$ cat src/rtl/enduro_fifo_pkg.sv
// Shared constants and helpers for the enduro synchronous AXI4-Stream FIFO.
// Holds the depth/threshold legality checks and the per-cycle access encoding.
package enduro_fifo_pkg;

  typedef enum logic [1:0] {
    OP_IDLE  = 2'b00,
    OP_READ  = 2'b01,
    OP_WRITE = 2'b10,
    OP_BOTH  = 2'b11
  } fifo_op_e;

  function automatic int unsigned fifo_depth(input int unsigned addr_width);
    return 32'd1 << addr_width;
  endfunction

  // FULL_THRESH may equal DEPTH; EMPTY_THRESH must sit strictly below it.
  function automatic bit thresholds_legal(input int unsigned addr_width,
                                          input int unsigned full_thresh,
                                          input int unsigned empty_thresh);
    return (full_thresh <= fifo_depth(addr_width)) && (empty_thresh < full_thresh);
  endfunction

endpackage

$ cat src/rtl/enduro_sync_axis_fifo_if.sv
// AXI4-Stream beat channel; master drives data/valid, slave drives ready.
interface enduro_sync_axis_fifo_if #(
  parameter int DATA_WIDTH = 32
) ();
  logic [DATA_WIDTH-1:0] tdata;
  logic                  tlast;
  logic                  tvalid;
  logic                  tready;

  modport master (output tdata, output tlast, output tvalid, input tready);
  modport slave  (input tdata, input tlast, input tvalid, output tready);
endinterface

$ cat src/rtl/enduro_dual_port_ram.sv
// Simple dual-port RAM: synchronous write, asynchronous read, no reset on storage.
module enduro_dual_port_ram #(
  parameter int WIDTH      = 33,
  parameter int ADDR_WIDTH = 6
) (
  input  logic                  clk,
  input  logic                  wr_en,
  input  logic [ADDR_WIDTH-1:0] wr_addr,
  input  logic [WIDTH-1:0]      wr_data,
  input  logic [ADDR_WIDTH-1:0] rd_addr,
  output logic [WIDTH-1:0]      rd_data
);
  localparam int DEPTH = 1 << ADDR_WIDTH;

  logic [WIDTH-1:0] mem_q [DEPTH];

  always_ff @(posedge clk) begin
    if (wr_en) begin
      mem_q[wr_addr] <= wr_data;
    end
  end

  assign rd_data = mem_q[rd_addr];
endmodule

$ cat src/rtl/enduro_sync_axis_fifo.sv
// Single-clock AXI4-Stream FIFO with fill/packet counters, threshold flags
// and an optional store-and-forward mode keyed on tlast.
module enduro_sync_axis_fifo
  import enduro_fifo_pkg::*;
#(
  parameter int DATA_WIDTH   = 32,
  parameter int ADDR_WIDTH   = 6,
  parameter int FULL_THRESH  = 60,
  parameter int EMPTY_THRESH = 2,
  parameter int PACKET_MODE  = 0
) (
  input  logic                  axis_clk,
  input  logic                  axis_aresetn,
  enduro_sync_axis_fifo_if.slave  s_axis,
  enduro_sync_axis_fifo_if.master m_axis,
  output logic [ADDR_WIDTH:0]   fill_level,
  output logic                  almost_full,
  output logic                  almost_empty,
  output logic [ADDR_WIDTH:0]   pkt_count
);

  localparam int DEPTH = int'(fifo_depth(ADDR_WIDTH));
  localparam int LVL_W = ADDR_WIDTH + 1;
  localparam logic [ADDR_WIDTH:0] DEPTH_LVL = LVL_W'(DEPTH);
  localparam logic [ADDR_WIDTH:0] FULL_LVL  = LVL_W'(FULL_THRESH);
  localparam logic [ADDR_WIDTH:0] EMPTY_LVL = LVL_W'(EMPTY_THRESH);
  localparam bit STORE_FWD = (PACKET_MODE != 0);

  if (!thresholds_legal(ADDR_WIDTH, FULL_THRESH, EMPTY_THRESH)) begin : g_bad_thresholds
    $error("enduro_sync_axis_fifo: need FULL_THRESH <= DEPTH and EMPTY_THRESH < FULL_THRESH");
  end

  typedef struct packed {
    logic                  tlast;
    logic [DATA_WIDTH-1:0] tdata;
  } beat_t;

  logic [ADDR_WIDTH-1:0] wr_ptr_q, wr_ptr_d;
  logic [ADDR_WIDTH-1:0] rd_ptr_q, rd_ptr_d;
  logic [ADDR_WIDTH:0]   fill_q, fill_d;
  logic [ADDR_WIDTH:0]   pkt_q, pkt_d;
  logic                  afull_q, afull_d;
  logic                  aempty_q, aempty_d;
  logic                  rdy_en_q, rdy_en_d;

  beat_t    wr_beat;
  beat_t    rd_beat;
  logic     full;
  logic     empty;
  logic     head_valid;
  logic     wr_en;
  logic     rd_en;
  logic     pkt_in;
  logic     pkt_out;
  fifo_op_e op;

  assign full  = (fill_q == DEPTH_LVL);
  assign empty = (fill_q == '0);

  // In store-and-forward mode a full FIFO with no complete packet must still
  // drain, otherwise a packet longer than DEPTH would deadlock the stream.
  assign head_valid = !empty && (!STORE_FWD || (pkt_q != '0) || full);

  assign wr_en   = s_axis.tvalid && rdy_en_q && !full;
  assign rd_en   = head_valid && m_axis.tready;
  assign pkt_in  = wr_en && s_axis.tlast;
  assign pkt_out = rd_en && rd_beat.tlast;
  assign op      = fifo_op_e'({wr_en, rd_en});

  assign wr_beat.tlast = s_axis.tlast;
  assign wr_beat.tdata = s_axis.tdata;

  enduro_dual_port_ram #(
    .WIDTH      (DATA_WIDTH + 1),
    .ADDR_WIDTH (ADDR_WIDTH)
  ) u_ram (
    .clk     (axis_clk),
    .wr_en   (wr_en),
    .wr_addr (wr_ptr_q),
    .wr_data (wr_beat),
    .rd_addr (rd_ptr_q),
    .rd_data (rd_beat)
  );

  always_comb begin
    wr_ptr_d = wr_ptr_q;
    rd_ptr_d = rd_ptr_q;
    fill_d   = fill_q;
    pkt_d    = pkt_q;
    rdy_en_d = 1'b1;

    if (wr_en) begin
      wr_ptr_d = wr_ptr_q + 1'b1;
    end
    if (rd_en) begin
      rd_ptr_d = rd_ptr_q + 1'b1;
    end

    case (op)
      OP_WRITE: fill_d = fill_q + 1'b1;
      OP_READ:  fill_d = fill_q - 1'b1;
      default:  fill_d = fill_q;
    endcase

    case ({pkt_in, pkt_out})
      2'b10:   pkt_d = pkt_q + 1'b1;
      2'b01:   pkt_d = pkt_q - 1'b1;
      default: pkt_d = pkt_q;
    endcase

    // Flags follow the next-state level so they never lag fill_level.
    afull_d  = (fill_d >= FULL_LVL);
    aempty_d = (fill_d <= EMPTY_LVL);
  end

  always_ff @(posedge axis_clk or negedge axis_aresetn) begin
    if (!axis_aresetn) begin
      wr_ptr_q <= '0;
      rd_ptr_q <= '0;
      fill_q   <= '0;
      pkt_q    <= '0;
      afull_q  <= 1'b0;
      aempty_q <= 1'b1;
      rdy_en_q <= 1'b0;
    end else begin
      wr_ptr_q <= wr_ptr_d;
      rd_ptr_q <= rd_ptr_d;
      fill_q   <= fill_d;
      pkt_q    <= pkt_d;
      afull_q  <= afull_d;
      aempty_q <= aempty_d;
      rdy_en_q <= rdy_en_d;
    end
  end

  assign s_axis.tready = rdy_en_q && !full;
  assign m_axis.tvalid = head_valid;
  assign m_axis.tdata  = rd_beat.tdata;
  assign m_axis.tlast  = rd_beat.tlast;
  assign fill_level    = fill_q;
  assign pkt_count     = pkt_q;
  assign almost_full   = afull_q;
  assign almost_empty  = aempty_q;

endmodule

$ cat src/flat_wrapper.sv
// flat-port wrapper written by rule: the top's interface ports become plain ports
module enduro_sync_axis_fifo_flat import enduro_fifo_pkg::*;
#(
  parameter int DATA_WIDTH   = 32,
  parameter int ADDR_WIDTH   = 6,
  parameter int FULL_THRESH  = 60,
  parameter int EMPTY_THRESH = 2,
  parameter int PACKET_MODE  = 0
)
  (axis_clk, axis_aresetn, fill_level, almost_full, almost_empty, pkt_count, s_axis_tdata, s_axis_tlast, s_axis_tvalid, s_axis_tready, m_axis_tdata, m_axis_tlast, m_axis_tvalid, m_axis_tready);
  enduro_sync_axis_fifo_if #(.DATA_WIDTH(DATA_WIDTH)) s_axis_i ();
  enduro_sync_axis_fifo_if #(.DATA_WIDTH(DATA_WIDTH)) m_axis_i ();
  input  logic axis_clk;
  input  logic axis_aresetn;
  output logic [ADDR_WIDTH:0] fill_level;
  output logic almost_full;
  output logic almost_empty;
  output logic [ADDR_WIDTH:0] pkt_count;
  input wire logic [$bits(s_axis_i.tdata)-1:0] s_axis_tdata;
  input wire logic [$bits(s_axis_i.tlast)-1:0] s_axis_tlast;
  input wire logic [$bits(s_axis_i.tvalid)-1:0] s_axis_tvalid;
  output wire logic [$bits(s_axis_i.tready)-1:0] s_axis_tready;
  output wire logic [$bits(m_axis_i.tdata)-1:0] m_axis_tdata;
  output wire logic [$bits(m_axis_i.tlast)-1:0] m_axis_tlast;
  output wire logic [$bits(m_axis_i.tvalid)-1:0] m_axis_tvalid;
  input wire logic [$bits(m_axis_i.tready)-1:0] m_axis_tready;
  assign s_axis_i.tdata = s_axis_tdata;
  assign s_axis_i.tlast = s_axis_tlast;
  assign s_axis_i.tvalid = s_axis_tvalid;
  assign s_axis_tready = s_axis_i.tready;
  assign m_axis_tdata = m_axis_i.tdata;
  assign m_axis_tlast = m_axis_i.tlast;
  assign m_axis_tvalid = m_axis_i.tvalid;
  assign m_axis_i.tready = m_axis_tready;
  enduro_sync_axis_fifo #(.DATA_WIDTH(DATA_WIDTH), .ADDR_WIDTH(ADDR_WIDTH), .FULL_THRESH(FULL_THRESH), .EMPTY_THRESH(EMPTY_THRESH), .PACKET_MODE(PACKET_MODE)) u_core (.axis_clk(axis_clk), .axis_aresetn(axis_aresetn), .s_axis(s_axis_i), .m_axis(m_axis_i), .fill_level(fill_level), .almost_full(almost_full), .almost_empty(almost_empty), .pkt_count(pkt_count));
endmodule
$ cat config.mk
export PLATFORM = sky130hd
export DESIGN_NAME = enduro_sync_axis_fifo_flat
export DESIGN_NICKNAME = d
export VERILOG_FILES = /design/src/rtl/enduro_fifo_pkg.sv /design/src/rtl/enduro_sync_axis_fifo_if.sv /design/src/rtl/enduro_dual_port_ram.sv /design/src/rtl/enduro_sync_axis_fifo.sv /design/src/flat_wrapper.sv
export SDC_FILE = /design/constraint.sdc
export NUM_CORES = 2
export LEC_CHECK = 0
export CAP_MARGIN = 20
export CORE_MARGIN = 2
export CORE_UTILIZATION = 62
export DETAILED_ROUTE_END_ITERATION = 8
export GPL_TIMING_DRIVEN = 0
export MAX_ROUTING_LAYER = met4
export PLACE_DENSITY = 0.79
export SLEW_MARGIN = 10
export SYNTH_ARGS = -nofsm -noshare
export SYNTH_HDL_FRONTEND = slang
export SYNTH_HIERARCHICAL = 1
export SYNTH_SLANG_ARGS = --single-unit
$ cat constraint.sdc
create_clock -name axis_clk -period 4.36 [get_ports axis_clk]
set_input_delay 1.09 -clock axis_clk [delete_from_list [all_inputs] [get_ports axis_clk]]
set_output_delay 1.09 -clock axis_clk [all_outputs]
set_load 0.005 [all_outputs]
==> out/results.ini <==
[sta]
fmax_ghz=0.198
final-setup-viol-count=34
finalCritPeriodShare=1.16
tightest_slew_ns=1.13
setup_ws_ns=-0.702
period_needed_ns=5.06
max_slew_margin=0.244
clock_skew_ns=0.0554
final.setup.tns_ns=-13.58
finalMaxSlewViolations=0
hold_viol=0
rsz0062_at_grt=true

[outcome]
violations=DRC, setup timing
status=complete, but fails checks

[yosys]
synth_cells=3737
synth_area_um2=82300
ys_warn_count=6
synth_common_cells=2112 x edfxtp_1, 485 x mux4_2, 112 x nand2_1
synth_enable_flop_cells=2112
yosysTopAreaCell=edfxtp_1
yosys-top-cells-area=edfxtp_1 77%, mux4_2 13%, mux2i_1 1.2%
synthArstFlopShare=0.0135
ys_ff_latch=2141
yosysSeqAreaShare=0.779
syn_nets=3790
synth_most_common_cell=edfxtp_1
synth.distinct_cells=69
syn_area_per_cell_um2=22.0
yosysTopAreaCellShare=0.771
synth-main-ff-cell=edfxtp_1

[routing]
vias=51900
ant_nets=0
route.detailed.drc=2
avgViaCountPerCell=8.18
wl_um=323000
drtIter0Drc=12600
first_pass_iters=9
wl_per_cell_um=50.8

[cells_and_area]
stdcell_count=6350
synthToLayoutAreaGrowth_pct=23.6
layout-drive-gt1-share=0.386
n_fill_cell=5874
postLayoutCoreUtil=0.773
final_cell_area_um2=102000
fin_nets=4425

[floorplan]
die_area_um2=136000
row_count=133
start_util=0.625
fp.dieW_um=368
fp.dieH_um=368
coreArea_um2=132000
ios=88

[clock_network]
cts_root_buf=clkbuf_16
clk_path_buf_depth=3
insertion_delay_ns=0.88
cts_tree=built
cts_buffers=201
cts.sinks=2141
clk_pin_slew_ns=0.07
h-tree-depth=4
hold_buffers=0

[power]
p_leak_nw=32.6
vdd_drop_max_mv=0.556
sw_frac_of_total=0.373
powerDensity_nw_per_um2=712
p_clk_frac=0.255
p_seq_frac=0.323
p_sw_mw=27.0
comb_power_share=0.422
p_int_mw=45.5
total_power_mw=72.5

[critical_path]
path_class=reg -> out
path_max_fanout=5
rr_startpoint=u_core/rd_ptr_q[0]
end_kind=output port
slowest_stage=mux4_2
arrival_ns=3.97
slowest_delay_ns=0.62
startpoint=u_core/rd_ptr_q[0]
path_cells=buf_12 > buf_4 > clkbuf_16 > mux4_2 > nor2b_1 > a211oi_1 > o22ai_4 > and3_4 > buf_6
crit_required_ns=3.27
worst_setup_path_start_kind=flop

[global_routing]
grt_usage=0.468
first_global_vias=49000
grt_max_degree=64
grt_first_pass_wirelength_um=410000
grt_overflow=0
grt_antenna_before_repair=31

[flow_run]
maxCapViolCount=0

[worst_hold_path]
hp-class=in -> async

[place]
placed_area_um2=88800
hpwlAfterDp_um=156000
gp_congestion=0.940
port_buffers=87
dp.cells=5717

## area by class of cell
type	instances	area (um^2)	area share
flip-flops and latches	2141	64200	0.630
multi-input cells	1372	19700	0.194
repair buffers	442	6370	0.0626
clock buffers	243	5270	0.0518
plain buffers	200	2520	0.0247
well taps	1755	2200	0.0216
clock inverters	137	1360	0.0134
diodes	46	115	0.00113
inverters	14	65.1	0.000639
## cells by family after synthesis
kind of cell / count (synthesis) / share of synthesized area
AOI/OAI and AO/OA: 317 / 0.0288
and+or+nand+nor: 430 / 0.0262
DFF: 2141 / 0.779
other: 1 / 0.0000456
muxes: 592 / 0.146
adders and majority gates: 16 / 0.00261
buffers and inverters: 224 / 0.0154
xor gates and xnor gates: 16 / 0.00170
## placed cells by master, fill, tap and decap left out, drive strengths merged, types with 9 or more instances in the layout
master         count
ha                14
nand2            112
nand4             44
bufinv            23
xnor2             11
and3              22
nor2              75
clkbuf           327
nor2b             26
o211ai             9
diode             46
o22ai             59
clkdlybuf4s50     20
a211oi            35
mux2i             99
and2              14
nand3             89
clkinv           101
o21ai             21
nor3              10
buf              537
a22oi             77
a21oi             21
mux4             485
dfrtp             28
o221ai            46
inv               19
edfxtp          2112
## power groups by stage
stage               registers [mW]  clock network, mW  logic [mW]
finish                        23.4               18.5        30.6
global route                  23.4               19.0        30.0
CTS                           23.3               17.8        25.8
detailed placement            23.7                  0        19.3
global placement              23.8                  0        18.5
floorplan                     23.7                  0        11.0
## final timing paths
| check | cells after the start | end | slack, ns |
|---|---|---|---|
| min reg2reg | 1 | u_core/wr_ptr_q[5] | 0.49 |
| max | 9 | m_axis_tdata[17] | -0.70 |
| max in group asynchronous | 1 | u_core/rd_ptr_q[0] | 3.49 |
| min | 1 | u_core/rd_ptr_q[1] | 0.30 |
| min in group axis_clk | 1 | u_core/wr_ptr_q[5] | 0.49 |
| max reg2reg | 20 | u_core/pkt_count[6] | -0.23 |
## critical path, delay by kind of cell (launching register included)
| family | cells | cell delay (ns) |
|---|---|---|
| flops | 1 | 0.42 |
| compound gates | 2 | 0.92 |
| simple gates | 2 | 0.50 |
| buf+inv | 4 | 0.63 |
| mux | 1 | 0.62 |
## registers in the layout, indices dropped and copies added (netlist names)
register             cells
u_core/almost_empty      1
u_core/almost_full       1
u_core/fill_level        7
u_core/pkt_count         7
u_core/rd_ptr_q          6
u_core/rdy_en_q          1
u_core/u_ram/mem_q    2112
u_core/wr_ptr_q          6
## metal layers
layer,GRT usage,part of all wire,wire (um),up-vias
met4,0.354,0.12,38900,0
met2,0.648,0.42,137000,7081
met1,0.534,0.27,88400,25200
met3,0.212,0.18,58700,2415
met5,-,0,0,-
li1,-,-,-,17300
## repair_timing
action / 4_1_cts / 5_1_grt
setup buffers: 138 / 80
gates resized for setup: 959 / 143
pin swaps: 131 / 110
setup endpoints to repair: 40 / 37
gates cloned: 11 / 4
## metrics by stage
stage / setup WS, ns / hold slack, ns
after floorplan: 0.578 / 0.444
after global placement: -2.49 / 0.456
after detailed placement: -1.17 / 0.466
after CTS: -0.169 / 0.310
after global routing: -0.675 / 0.356
final: -0.702 / 0.298
Power figures use the tool's default switching activity.
